File: src/rtl/corefifo_rd_ctrl.sv
// Read-domain controller for the async COREFIFO: pointer decode, RAM read sequencing and status.
// Build option COREFIFO_FWFT_EN selects first-word-fall-through; default is standard read mode.
module corefifo_rd_ctrl #(
    parameter int ADDRWIDTH     = 3,
    parameter int DWIDTH        = 8,
    parameter int AEMPTY_THRESH = 1
) (
    input  logic                 clk,
    input  logic                 arstn,
    input  logic                 srstn,
    input  logic                 re,
    input  logic [ADDRWIDTH:0]   wptr_gray_sync,
    output logic [ADDRWIDTH:0]   rptr_gray,
    output logic [ADDRWIDTH-1:0] ram_raddr,
    output logic                 ram_ren,
    input  logic [DWIDTH-1:0]    ram_rdata,
    output logic [DWIDTH-1:0]    dout,
    output logic                 dvld,
    output logic                 empty,
    output logic                 aempty,
    output logic [ADDRWIDTH:0]   rdcnt,
    output logic                 underflow
);
    localparam int             PW    = ADDRWIDTH + 1;
    localparam logic [PW-1:0]  AE_TH = PW'(AEMPTY_THRESH);

    function automatic logic [PW-1:0] gray2bin(input logic [PW-1:0] g);
        logic [PW-1:0] b;
        b[PW-1] = g[PW-1];
        for (int i = PW - 2; i >= 0; i--) begin
            b[i] = b[i+1] ^ g[i];
        end
        return b;
    endfunction

    logic [PW-1:0] rbin_q, rbin_d;
    logic [PW-1:0] rptr_gray_q, rptr_gray_d;
    logic          underflow_q, underflow_d;
    logic [PW-1:0] wbin;
    logic [PW-1:0] cnt_int;
    logic          empty_int;
    logic          fetch;

`ifdef COREFIFO_FWFT_EN
    // state  | meaning
    // EMPTY  | no head word presented on dout
    // VALID  | dout carries the head word fetched last cycle or earlier
    localparam logic [0:0] ST_EMPTY = 1'b0;
    localparam logic [0:0] ST_VALID = 1'b1;
    logic [0:0] state_q, state_d;
`else
    logic dvld_q, dvld_d;
`endif

    always_comb begin
        wbin        = gray2bin(wptr_gray_sync);
        empty_int   = (wbin == rbin_q);
        cnt_int     = wbin - rbin_q;
        fetch       = 1'b0;
        empty       = empty_int;
        rdcnt       = cnt_int;
        underflow_d = 1'b0;
`ifdef COREFIFO_FWFT_EN
        state_d     = state_q;
        empty       = (state_q == ST_EMPTY);
        rdcnt       = cnt_int + PW'(state_q == ST_VALID);
        underflow_d = re & (state_q == ST_EMPTY);
        if (state_q == ST_EMPTY) begin
            if (!empty_int) begin
                fetch   = 1'b1;
                state_d = ST_VALID;
            end
        end else if (re) begin
            if (!empty_int) begin
                fetch = 1'b1;
            end else begin
                state_d = ST_EMPTY;
            end
        end
`else
        fetch       = re & !empty_int;
        underflow_d = re & empty_int;
`endif
        // Either reset blocks the RAM read so no fetch is left in flight.
        ram_ren     = fetch & arstn & srstn;
        rbin_d      = rbin_q + PW'(ram_ren);
        rptr_gray_d = rbin_q ^ (rbin_q >> 1);
`ifndef COREFIFO_FWFT_EN
        dvld_d      = ram_ren;
`endif
        if (!srstn) begin
            rbin_d      = '0;
            rptr_gray_d = '0;
            underflow_d = 1'b0;
`ifdef COREFIFO_FWFT_EN
            state_d     = ST_EMPTY;
`else
            dvld_d      = 1'b0;
`endif
        end
    end

    always_ff @(posedge clk or negedge arstn) begin
        if (!arstn) begin
            rbin_q      <= '0;
            rptr_gray_q <= '0;
            underflow_q <= 1'b0;
`ifdef COREFIFO_FWFT_EN
            state_q     <= ST_EMPTY;
`else
            dvld_q      <= 1'b0;
`endif
        end else begin
            rbin_q      <= rbin_d;
            rptr_gray_q <= rptr_gray_d;
            underflow_q <= underflow_d;
`ifdef COREFIFO_FWFT_EN
            state_q     <= state_d;
`else
            dvld_q      <= dvld_d;
`endif
        end
    end

    assign rptr_gray = rptr_gray_q;
    assign ram_raddr = rbin_q[ADDRWIDTH-1:0];
    assign dout      = ram_rdata;
    assign underflow = underflow_q;
    assign aempty    = (rdcnt <= AE_TH);
`ifdef COREFIFO_FWFT_EN
    assign dvld      = 1'b0;
`else
    assign dvld      = dvld_q;
`endif

endmodule

File: config.mk
export PLATFORM = sky130hd
export DESIGN_NAME = corefifo_rd_ctrl
export DESIGN_NICKNAME = d
export VERILOG_FILES = /design/src/rtl/corefifo_rd_ctrl.sv
export SDC_FILE = /design/constraint.sdc
export NUM_CORES = 1
export LEC_CHECK = 0
export ABC_AREA = 1
export BUFFER_PORTS_ARGS = -buffer_cell sky130_fd_sc_hd__clkbuf_2
export CORE_ASPECT_RATIO = 0.6
export CORE_MARGIN = 5
export CORE_UTILIZATION = 23
export CTS_CLUSTER_SIZE = 25
export DETAILED_ROUTE_END_ITERATION = 16
export HOLD_SLACK_MARGIN = 0.02
export SYNTH_ARGS = -nofsm -noshare
export SYNTH_HDL_FRONTEND = slang
export SYNTH_SLANG_ARGS = --single-unit
File: constraint.sdc
create_clock -name clk -period 3.5 [get_ports clk]
set_input_delay 0.7 -clock clk [delete_from_list [all_inputs] [get_ports clk]]
set_output_delay 0.7 -clock clk [all_outputs]
set_load 0.005 [all_outputs]
# Yosys cells after proc, flatten, opt, wreduce, memory -nomap -nowiden
# Cells that the tools add are included.
word_totals:
  reg_bits: 10
  inputBits: 16
  output_inout_bits: 24
  word_cells: 21
classes:
  addsub: 2
  n_lt_le_gt_ge: 1
  n_eq_ne: 1
  mux: 4
  bitwise: 8
  reduce_logical: 1
op_table:
  columns: ["cell", "n"]
  rows:
  - ["$mux 4", 2]
  - ["$add 4x1->4", 1]
  - ["$and 1x1->1", 4]
  - ["$eq 4x4->1", 1]
  - ["$le 4x1->1 const B", 1]
  - ["$sub 4x4->4", 1]
  - ["$xor 4x3->4", 1]
  - ["$xor 1x1->1", 3]
  - ["$mux 1", 2]
  - ["$logic_not 1->1", 1]

# Logic depth before layout (Yosys ltp)
# Gate-level depths: netlist of the first run.
logic_depth:
  word_depth: 10
  ltp_mapped: 15
  mapped_depth_nobuf: 15

# Worst setup path after synthesis of the first run
# OpenSTA, ideal clock, no wires.
synth_timing:
  path_type: "in2out"
  from: "input port wptr_gray_sync[3]"
  to: "output port aempty"
  arrival_time_ns: 1.999
  required_ns: 2.800
  slack_ns: 0.801
  cell_stages: 13
  n_path_buf: 0
  cell_sequence: "inv_1 > nand2_1 > nand3_1 > nand2_1 > nand2_1 > nand2_1 > inv_1 > ha_1 > inv_1 > fa_1 > xnor2_1 > nand2_1 > nor2_1"
synth_via:
  elab_chain_len: 5
synth_lines:
  columns: ["element", "line_no", "rtl"]
  rows:
  - ["start: declaration", "12", "input logic [ADDRWIDTH:0] wptr_gray_sync,"]
  - ["$xor 1x1->1 (3 in a row)", "31", "b[i] = b[i+1] ^ g[i];"]
  - ["$sub 4x4->4 (*)", "58", "cnt_int = wbin - rbin_q;"]
  - ["$le 4x1->1 (*)", "129", "assign aempty = (rdcnt <= AE_TH);"]
  - ["end: declaration", "20", "output logic aempty,"]
# Mark *: on every way between the ends. The rest lies on a longest branch, timed or not.

# Worst setup path in the final report of the first run
# Same ends and word-level chain as after synthesis.

==> impl_metrics.json, run 1 <==
{
  "synthCells": 90,
  "crit_required_ns": 2.80,
  "critPathSlowestCell": "fa_1",
  "route.detailed.drc": 0,
  "placed_area_um2": 790.8,
  "dieArea_um2": 4312,
  "outcome": "finished clean",
  "postLayoutCellArea_um2": 845.8,
  "grt_max_degree": 12,
  "viasPerCell": 3.865,
  "endpoint_kind": "output pin",
  "clk_latency_ns": 0.23,
  "cts_buffers": 3,
  "drt_iter0_drc": 20,
  "fin_setup_tns_ns": 0,
  "htree_levels": 1,
  "final_nets": 130,
  "worstPathArrival_ns": 2.34,
  "area_growth_pct": 19.86,
  "root_buffer": "clkbuf_8",
  "crit_chain": "clkbuf_2, inv_1, nand2_1, nand3_1, nand2_1, nand2_1, nand2_1, inv_1, ha_1, inv_1, fa_1, xnor2_1, nand2_1, nor2_1, clkbuf_2",
  "p_leak_uw": 0.0005127,
  "gr-usage-all-layers": 0.07658,
  "clock_sinks": 10,
  "p_switching_uw": 79.02,
  "max_stage_delay_ns": 0.38,
  "power_density_nw_per_um2": 378.1,
  "rows": 15,
  "ant_nets": 0,
  "critPathMaxFanout": 4,
  "hold_ws_ns": 0.3332,
  "syn_avg_cell_area_um2": 7.841,
  "slew_violations": 0,
  "clkPwrFrac": 0.447,
  "post_drt_wl_per_cell_um": 9.980,
  "r2r-end": "rbin_q[2]",
  "gp_congestion": 0.7657,
  "rrSetupSlack_ns": 1.56,
  "first_pass_iters": 4,
  "die_height_um": 52.91,
  "critPathBufInv": 5,
  "worstMarginPinSlew_ns": 0.2788,
  "slew_headroom": 0.8141,
  "rsz0062_at_grt": "false",
  "hold_class": "in -> async",
  "netlist_area_um2": 705.7,
  "vdd_drop_max_v": 0.0002566,
  "clk_path_buf_depth": 2,
  "crit_family": "adder cells",
  "core-area_um2": 2909,
  "pwr-share-seq": 0.374,
  "start_kind": "input port",
  "fmax_mhz": 329.2,
  "crit_path_frequent_cell": "nand2_1",
  "p_int_uw": 240.8,
  "setup_viol": 0,
  "fin_ws_ns": 0.4621,
  "hold_buffers": 0,
  "num_vias": 572,
  "cts_tree": "done",
  "place_hpwl_um": 1247,
  "grt_pass1_wl_um": 2504,
  "syn_nets": 113,
  "fin_skew_ns": 0.003365,
  "io_pins": 40,
  "final_cells": 148,
  "place_ws_ns": 0.4593,
  "drive_above_1_share": 0.3113,
  "diodes": 0,
  "totalWireLength_um": 1477,
  "worst-setup-path-type": "in -> out",
  "clk_pin_slew_ns": 0.05,
  "worst-r2r-cell-count": 9,
  "min_period_over_period": 0.8680,
  "antenna_found_initial": 0,
  "post-cts-setup-buffers": 0,
  "n_fill_cell": 324,
  "hold_viol": 0,
  "regToRegStartpoint": "rbin_q[2]",
  "layout_min_cycle_time_ns": 3.038,
  "initial_utilization": 0.2426,
  "ctsResizeCount": 0,
  "die_x_um": 81.51,
  "ys_seq_area_frac": 0.3546,
  "grt_pass1_vias": 541,
  "synth_cell_types": 15,
  "p_comb_frac": 0.179,
  "switching_share": 0.2471,
  "portBuffers": 23,
  "synth.yosys.warnings": 0,
  "global_route.overflow_total": 0,
  "placed_cells_incl_taps": 144,
  "ys_ff_latch": 10,
  "cap_violations": 0,
  "startpoint": "wptr_gray_sync[3]"
}
how the worst max path moves through the flow:
stage                     depth (start not counted)  endpoint  slack [ns]
after floorplan                                  13    aempty        0.80
after global placement                           15    aempty        0.52
after detailed placement                         15    aempty        0.46
after CTS                                        15    aempty        0.46
after global routing                             15    aempty        0.25
final                                            15    aempty        0.46
worst register-to-register path, cell delays in order, from the launching register on:
cell and delay (ns):
dfrtp_1 0.41, inv_1 0.09, ha_1 0.36, nand3_1 0.14, nor2_4 0.17, nor2_1 0.09
ha_1 0.20, ha_1 0.19, xnor2_1 0.13, nor2_1 0.05
flip-flops by register name (all words and copies together) (netlist names):
name       flops
dvld           1
rbin_q         4
rptr_gray      4
underflow      1
metal layers:
layer / track usage / vias to the layer above / wire [um]
met5: 0 / - / 0
met4: 0.02247 / 0 / 24
met3: 0.03912 / 6 / 136
met2: 0.1054 / 27 / 610
met1: 0.1026 / 244 / 706
li1: - / 295 / -
metrics by stage:
stage	util	power [uW]
after global placement	0.2718	178.0
after detailed placement	0.2718	179.7
after global routing	0.2908	339.3
final	0.2908	319.8
after CTS	0.2908	325.5
after floorplan	-	162.6
synth_stat cells:
library cell   n  area share
nand3_1        7       0.050
buf_4         11        0.12
a21oi_1        3       0.021
o21ai_0        2       0.014
nand2_2        2       0.018
dfrtp_1       10        0.35
nor2_1         5       0.027
fa_1           1       0.028
nor2_4         1       0.016
ha_1           6        0.11
inv_2          2       0.011
inv_1         17       0.090
xnor2_1        3       0.037
nor2_2         1      0.0089
nand2_1       19        0.10
cells by family (layout without fill, tap and decap cells):
logic type,Yosys count,count (layout),share of synthesized area
flops,10,10,0.3546
fa+ha+maj,7,7,0.1348
xor+xnor,3,3,0.03724
buf+inv,30,46,0.2181
simple gates,35,35,0.2199
compound gates,5,5,0.03546
final cells by class:
cell class | count | area [um^2] | area share
sequential | 10 | 250.2 | 0.2959
tap | 42 | 52.55 | 0.06213
inverter | 19 | 71.32 | 0.08432
clock buffer | 4 | 55.05 | 0.06509
multi-input combinational | 50 | 301.5 | 0.3565
timing repair buffer | 23 | 115.1 | 0.1361
power by group through the flow:
| stage | logic, uW | clock network, uW | registers, uW |
|---|---|---|---|
| detailed placement | 58.2 | 0 | 122 |
| floorplan | 41.3 | 0 | 121 |
| global route | 66.8 | 153 | 120 |
| global placement | 56.5 | 0 | 121 |
| finish | 57.2 | 143 | 120 |
| CTS | 58.4 | 147 | 120 |
cell usage in the layout (no fill, tap or decap), drive strengths merged:
master  synthesis  routed
o21ai           2       2
ha              6       6
nor2            7       7
dfrtp          10      10
nand2          21      21
clkbuf          0      27
inv            19      19
nand3           7       7
a21oi           3       3
xnor2           3       3
fa              1       1
Power figures use the tool's default switching activity.
==> run 2: changes to the inputs <==
--- a/config.mk
+++ b/config.mk
@@ -8,7 +8,7 @@
 export ABC_AREA = 1
 export BUFFER_PORTS_ARGS = -buffer_cell sky130_fd_sc_hd__clkbuf_2
 export CORE_ASPECT_RATIO = 0.6
-export CORE_MARGIN = 5
+export CORE_MARGIN = 2
 export CORE_UTILIZATION = 23
 export CTS_CLUSTER_SIZE = 25
 export DETAILED_ROUTE_END_ITERATION = 16
==> run 2 against run 1 <==
  * Clock skew shrank 0.0021 ns
  * Sequential share of layout area is the same
  * Final cell count is the same
  * Fmax shrank 0.30%
  * Critical path type unchanged
  * Largest power group unchanged
  * Highest routed layer unchanged
==> impl_metrics.json, run 2 (synthesis gave the netlist of run 1 again) <==
{
  "placed_area_um2": 790.8,
  "grt_pass1_wl_um": 2007,
  "fin_setup_tns_ns": 0,
  "diodes": 0,
  "clk_pin_slew_ns": 0.04,
  "route.detailed.drc": 0,
  "crit_family": "simple AND/OR/NAND/NOR gates",
  "critPathMaxFanout": 4,
  "place_hpwl_um": 1166,
  "critPathSlowestCell": "fa_1",
  "initial_utilization": 0.2442,
  "placed_cells_incl_taps": 144,
  "vdd_drop_max_v": 0.00008946,
  "gp_congestion": 0.7589,
  "fmax_mhz": 328.2,
  "hold_buffers": 0,
  "drive_above_1_share": 0.3113,
  "wl_met3_um": 128,
  "clk_path_buf_depth": 2,
  "outcome": "finished clean",
  "start_kind": "input port",
  "cap_violations": 0,
  "critPathBufInv": 5,
  "core-area_um2": 2890,
  "postLayoutCellArea_um2": 845.8,
  "slew_headroom": 0.8205,
  "final_common_cell": "clkbuf_2",
  "worst-setup-path-type": "in -> out",
  "cts_tree": "done",
  "layout_min_cycle_time_ns": 3.047,
  "die_x_um": 75.51,
  "setup_viol": 0,
  "postLayoutCoreUtil": 0.2926,
  "final_cell_mix": "23 x clkbuf_2, 19 x nand2_1, 17 x inv_1, 10 x dfrtp_1, 7 x nand3_1",
  "crit_chain": "clkbuf_2, inv_1, nand2_1, nand3_1, nand2_1, nand2_1, nand2_1, inv_1, ha_1, inv_1, fa_1, xnor2_1, nand2_1, nor2_1, clkbuf_2",
  "post_drt_wl_per_cell_um": 8.953,
  "gr-usage-all-layers": 0.08037,
  "final_nets": 130,
  "crit_required_ns": 2.80,
  "crit_path_frequent_cell": "nand2_1",
  "rsz0062_at_grt": "false",
  "die_height_um": 46.91,
  "first_pass_iters": 4,
  "worstMarginPinSlew_ns": 0.2693,
  "clock_sinks": 10,
  "viasPerCell": 3.824,
  "worstPathArrival_ns": 2.35,
  "rows": 15,
  "wl_met1_um": 566,
  "drt_iter0_drc": 17,
  "grt_pass1_vias": 507,
  "hold_class": "in -> async",
  "min_period_over_period": 0.8706,
  "slew_violations": 0,
  "wl_met2_um": 611,
  "htree_levels": 1,
  "post-cts-setup-buffers": 0,
  "power_density_nw_per_um2": 376.4,
  "num_vias": 566,
  "ctsResizeCount": 0,
  "io_pins": 40,
  "fin_skew_ns": 0.001314,
  "cts_buffers": 3,
  "endpoint_kind": "output pin",
  "totalWireLength_um": 1325,
  "ant_nets": 0,
  "hold_viol": 0,
  "max_stage_delay_ns": 0.37,
  "top_layer_used": "met4",
  "clk_latency_ns": 0.24,
  "root_buffer": "clkbuf_8",
  "grt_max_degree": 12,
  "total_power_uw": 318.3,
  "final_cells": 148,
  "p_leak_uw": 0.0005127,
  "area_growth_pct": 19.86,
  "dieArea_um2": 3542,
  "portBuffers": 23,
  "global_route.overflow_total": 0,
  "antenna_found_initial": 0
}
[run 2: cell counts in the layout (fill, tap and decap cells not counted)]
Identical to the previous run, type by type.
[run 2: routing by layer]
metal,vias up,GRT usage
met5,-,0
met4,0,0.03509
met3,4,0.05150
met2,20,0.1217
met1,248,0.09126
li1,294,-
[run 2: where the power goes]
part | switching (uW) | leakage, uW | internal [uW]
Combinational | 32.2 | 0.000345 | 23.8
Clock | 43.9 | 0.0000288 | 98.7
Sequential | 1.61 | 0.000139 | 118
Total | 77.7 | 0.000513 | 241
[run 2: through the flow]
stage / setup WS (ns) / hold slack [ns]
6_report: 0.4529 / 0.3283
5_1_grt: 0.2186 / 0.3390
2_1_floorplan: 0.8010 / 0.4044
4_1_cts: 0.4235 / 0.3348
3_5_place_dp: 0.4293 / 0.5061
3_3_place_gp: 0.4705 / 0.5086
[run 2: worst register-to-register path, delay by kind of cell (launching register included)]
kind                       cells  cell delay, ns
adders and majority gates      3            0.84
buffers and inverters          2            0.12
DFF                            1            0.40
and+or+nand+nor                4            0.45
[run 2: area by class of cell]
class,count,area [um^2]
Inverter,19,71.32
Clock buffer,4,55.05
Sequential cell,10,250.2
Timing Repair Buffer,23,115.1
Tap cell,42,52.55
Fill cell,338,2044
Multi-Input combinational cell,50,301.5
[run 2: path summary, 6_finish.rpt]
kind	slack [ns]	start	endpoint	cells after the start
worst max-delay path	0.45	wptr_gray_sync[3]	aempty	15
worst min-delay path	0.33	arstn	rptr_gray[1]	1
worst max register to register	1.57	rbin_q[2]	rbin_q[1]	9
worst min register to register	0.51	rbin_q[3]	rptr_gray[3]	2
max in group asynchronous	2.96	arstn	rbin_q[3]	1
min in group clk	0.51	rbin_q[3]	rptr_gray[3]	2
==> run 3: changes to the inputs <==
--- a/config.mk
+++ b/config.mk
@@ -7,12 +7,12 @@
 export LEC_CHECK = 0
 export ABC_AREA = 1
 export BUFFER_PORTS_ARGS = -buffer_cell sky130_fd_sc_hd__clkbuf_2
-export CORE_ASPECT_RATIO = 0.6
 export CORE_MARGIN = 2
-export CORE_UTILIZATION = 23
+export CORE_UTILIZATION = 35
 export CTS_CLUSTER_SIZE = 25
 export DETAILED_ROUTE_END_ITERATION = 16
 export HOLD_SLACK_MARGIN = 0.02
+export PLACE_DENSITY = 0.66
 export SYNTH_ARGS = -nofsm -noshare
 export SYNTH_HDL_FRONTEND = slang
 export SYNTH_SLANG_ARGS = --single-unit
==> run 3 against run 2 <==
  * Non-clock buffer count unchanged
  * Critical path depth unchanged
  * Combinational power down 2%
  * Via count down 1.8%
  * Critical endpoint unchanged
==> impl_metrics.json, run 3 (synthesis gave the netlist of run 1 again) <==
{
  "antenna_found_initial": 0,
  "fin_ws_ns": 0.4686,
  "outcome": "finished clean",
  "fin_skew_ns": 0.0003406,
  "totalWireLength_um": 1162,
  "post_drt_wl_per_cell_um": 8.737,
  "initial_utilization": 0.3672,
  "max_stage_delay_ns": 0.37,
  "rows": 16,
  "final_nets": 130,
  "core-area_um2": 1922,
  "cap_violations": 0,
  "post-cts-setup-buffers": 0,
  "slew_violations": 0,
  "endpoint_kind": "output pin",
  "grt_max_degree": 12,
  "viasPerCell": 4.180,
  "clk_latency_ns": 0.26,
  "gp_congestion": 0.7345,
  "diodes": 0,
  "crit_path_frequent_cell": "nand2_1",
  "crit_required_ns": 2.80,
  "place_hpwl_um": 981,
  "slew_headroom": 0.8241,
  "vdd_drop_max_v": 0.0002749,
  "start_kind": "input port",
  "ant_nets": 0,
  "rsz0062_at_grt": "false",
  "p_leak_uw": 0.0005049,
  "clk_path_buf_depth": 2,
  "layout_min_cycle_time_ns": 3.031,
  "cts_buffers": 3,
  "die_height_um": 48.90,
  "gr-usage-all-layers": 0.1064,
  "hold_class": "in -> async",
  "root_buffer": "clkbuf_4",
  "critPathBufInv": 5,
  "critPathSlowestCell": "fa_1",
  "first_pass_iters": 5,
  "grt_pass1_wl_um": 1959,
  "min_period_over_period": 0.8661,
  "global_route.overflow_total": 0,
  "io_pins": 40,
  "route.detailed.drc": 0,
  "drive_above_1_share": 0.3113,
  "clock_sinks": 10,
  "power_density_nw_per_um2": 342.5,
  "hold_buffers": 0,
  "portBuffers": 23,
  "final_cell_mix": "23 x clkbuf_2, 19 x nand2_1, 17 x inv_1, 10 x dfrtp_1, 7 x nand3_1",
  "clk_pin_slew_ns": 0.06,
  "ctsResizeCount": 0,
  "num_vias": 556,
  "fmax_mhz": 329.9,
  "worstMarginPinSlew_ns": 0.2639,
  "place_ws_ns": 0.4574,
  "final_common_cell": "clkbuf_2",
  "crit_family": "simple AND/OR/NAND/NOR gates",
  "crit_chain": "clkbuf_2, inv_1, nand2_1, nand3_1, nand2_1, nand2_1, nand2_1, inv_1, ha_1, inv_1, fa_1, xnor2_1, nand2_1, nor2_1, clkbuf_2",
  "hold_viol": 0,
  "htree_levels": 1,
  "drt_iter0_drc": 5,
  "dieArea_um2": 2391,
  "setup_viol": 0,
  "fin_setup_tns_ns": 0,
  "worstPathArrival_ns": 2.33,
  "grt_pass1_vias": 485,
  "area_growth_pct": 14.54,
  "worst-setup-path-type": "in -> out",
  "die_x_um": 48.90,
  "critPathMaxFanout": 4,
  "cts_tree": "done"
}
-- run 3: cell counts in the layout (fill, tap and decap cells not counted) --
Identical to the previous run, type by type.
-- run 3: final timing paths --
path,from,to,slack (ns),cells after the start
max in group asynchronous,arstn,rptr_gray[2],3.00,1
min in group clk,rbin_q[3],rptr_gray[3],0.51,2
hold / removal,arstn,rptr_gray[1],0.29,1
hold reg to reg,rbin_q[3],rptr_gray[3],0.51,2
setup reg to reg,rbin_q[2],rbin_q[2],1.56,9
setup / recovery,wptr_gray_sync[3],aempty,0.47,15
-- run 3: power by group --
part	leakage, uW	total, uW	switching (uW)	internal, uW
sequential	0.000139	119	1.62	118
clock	0.0000210	103	39.4	63.2
combinational	0.000345	55.0	31.4	23.6
-- run 3: cell type report --
type,count,area (um^2)
clock buffer,4,36.28
fill,212,1114
inverter,19,71.32
multi-input combinational,50,301.5
sequential,10,250.2
tap,27,33.78
timing repair buffer,23,115.1
-- run 3: worst reg2reg max path, cell delays in order (launching register included) --
cell     delay [ns]
dfrtp_1        0.41
inv_1          0.09
ha_1           0.36
nand3_1        0.15
nor2_4         0.17
nor2_1         0.08
ha_1           0.20
ha_1           0.19
xnor2_1        0.13
nor2_1         0.05
-- run 3: per-stage QoR --
step / instances / util / instance area [um^2] / total power [uW] / hold WS, ns
6_report: 133 / 0.4206 / 808.3 / 276.9 / 0.2923
5_1_grt: 133 / 0.4206 / 808.3 / 294.8 / 0.3006
4_1_cts: 133 / 0.4206 / 808.3 / 282.4 / 0.2970
3_5_place_dp: 129 / 0.4017 / 772.0 / 177.9 / 0.4975
3_3_place_gp: 129 / 0.4017 / 772.0 / 176.6 / 0.5029
2_1_floorplan: 90 / - / 705.7 / 162.6 / 0.4044
-- run 3: per-layer routing --
layer,global-route usage,up-vias,part of all wire
li1,-,295,-
met1,0.1318,242,0.46
met2,0.1598,19,0.45
met3,0.05215,0,0.086
met4,0.03810,0,0
met5,0,-,0
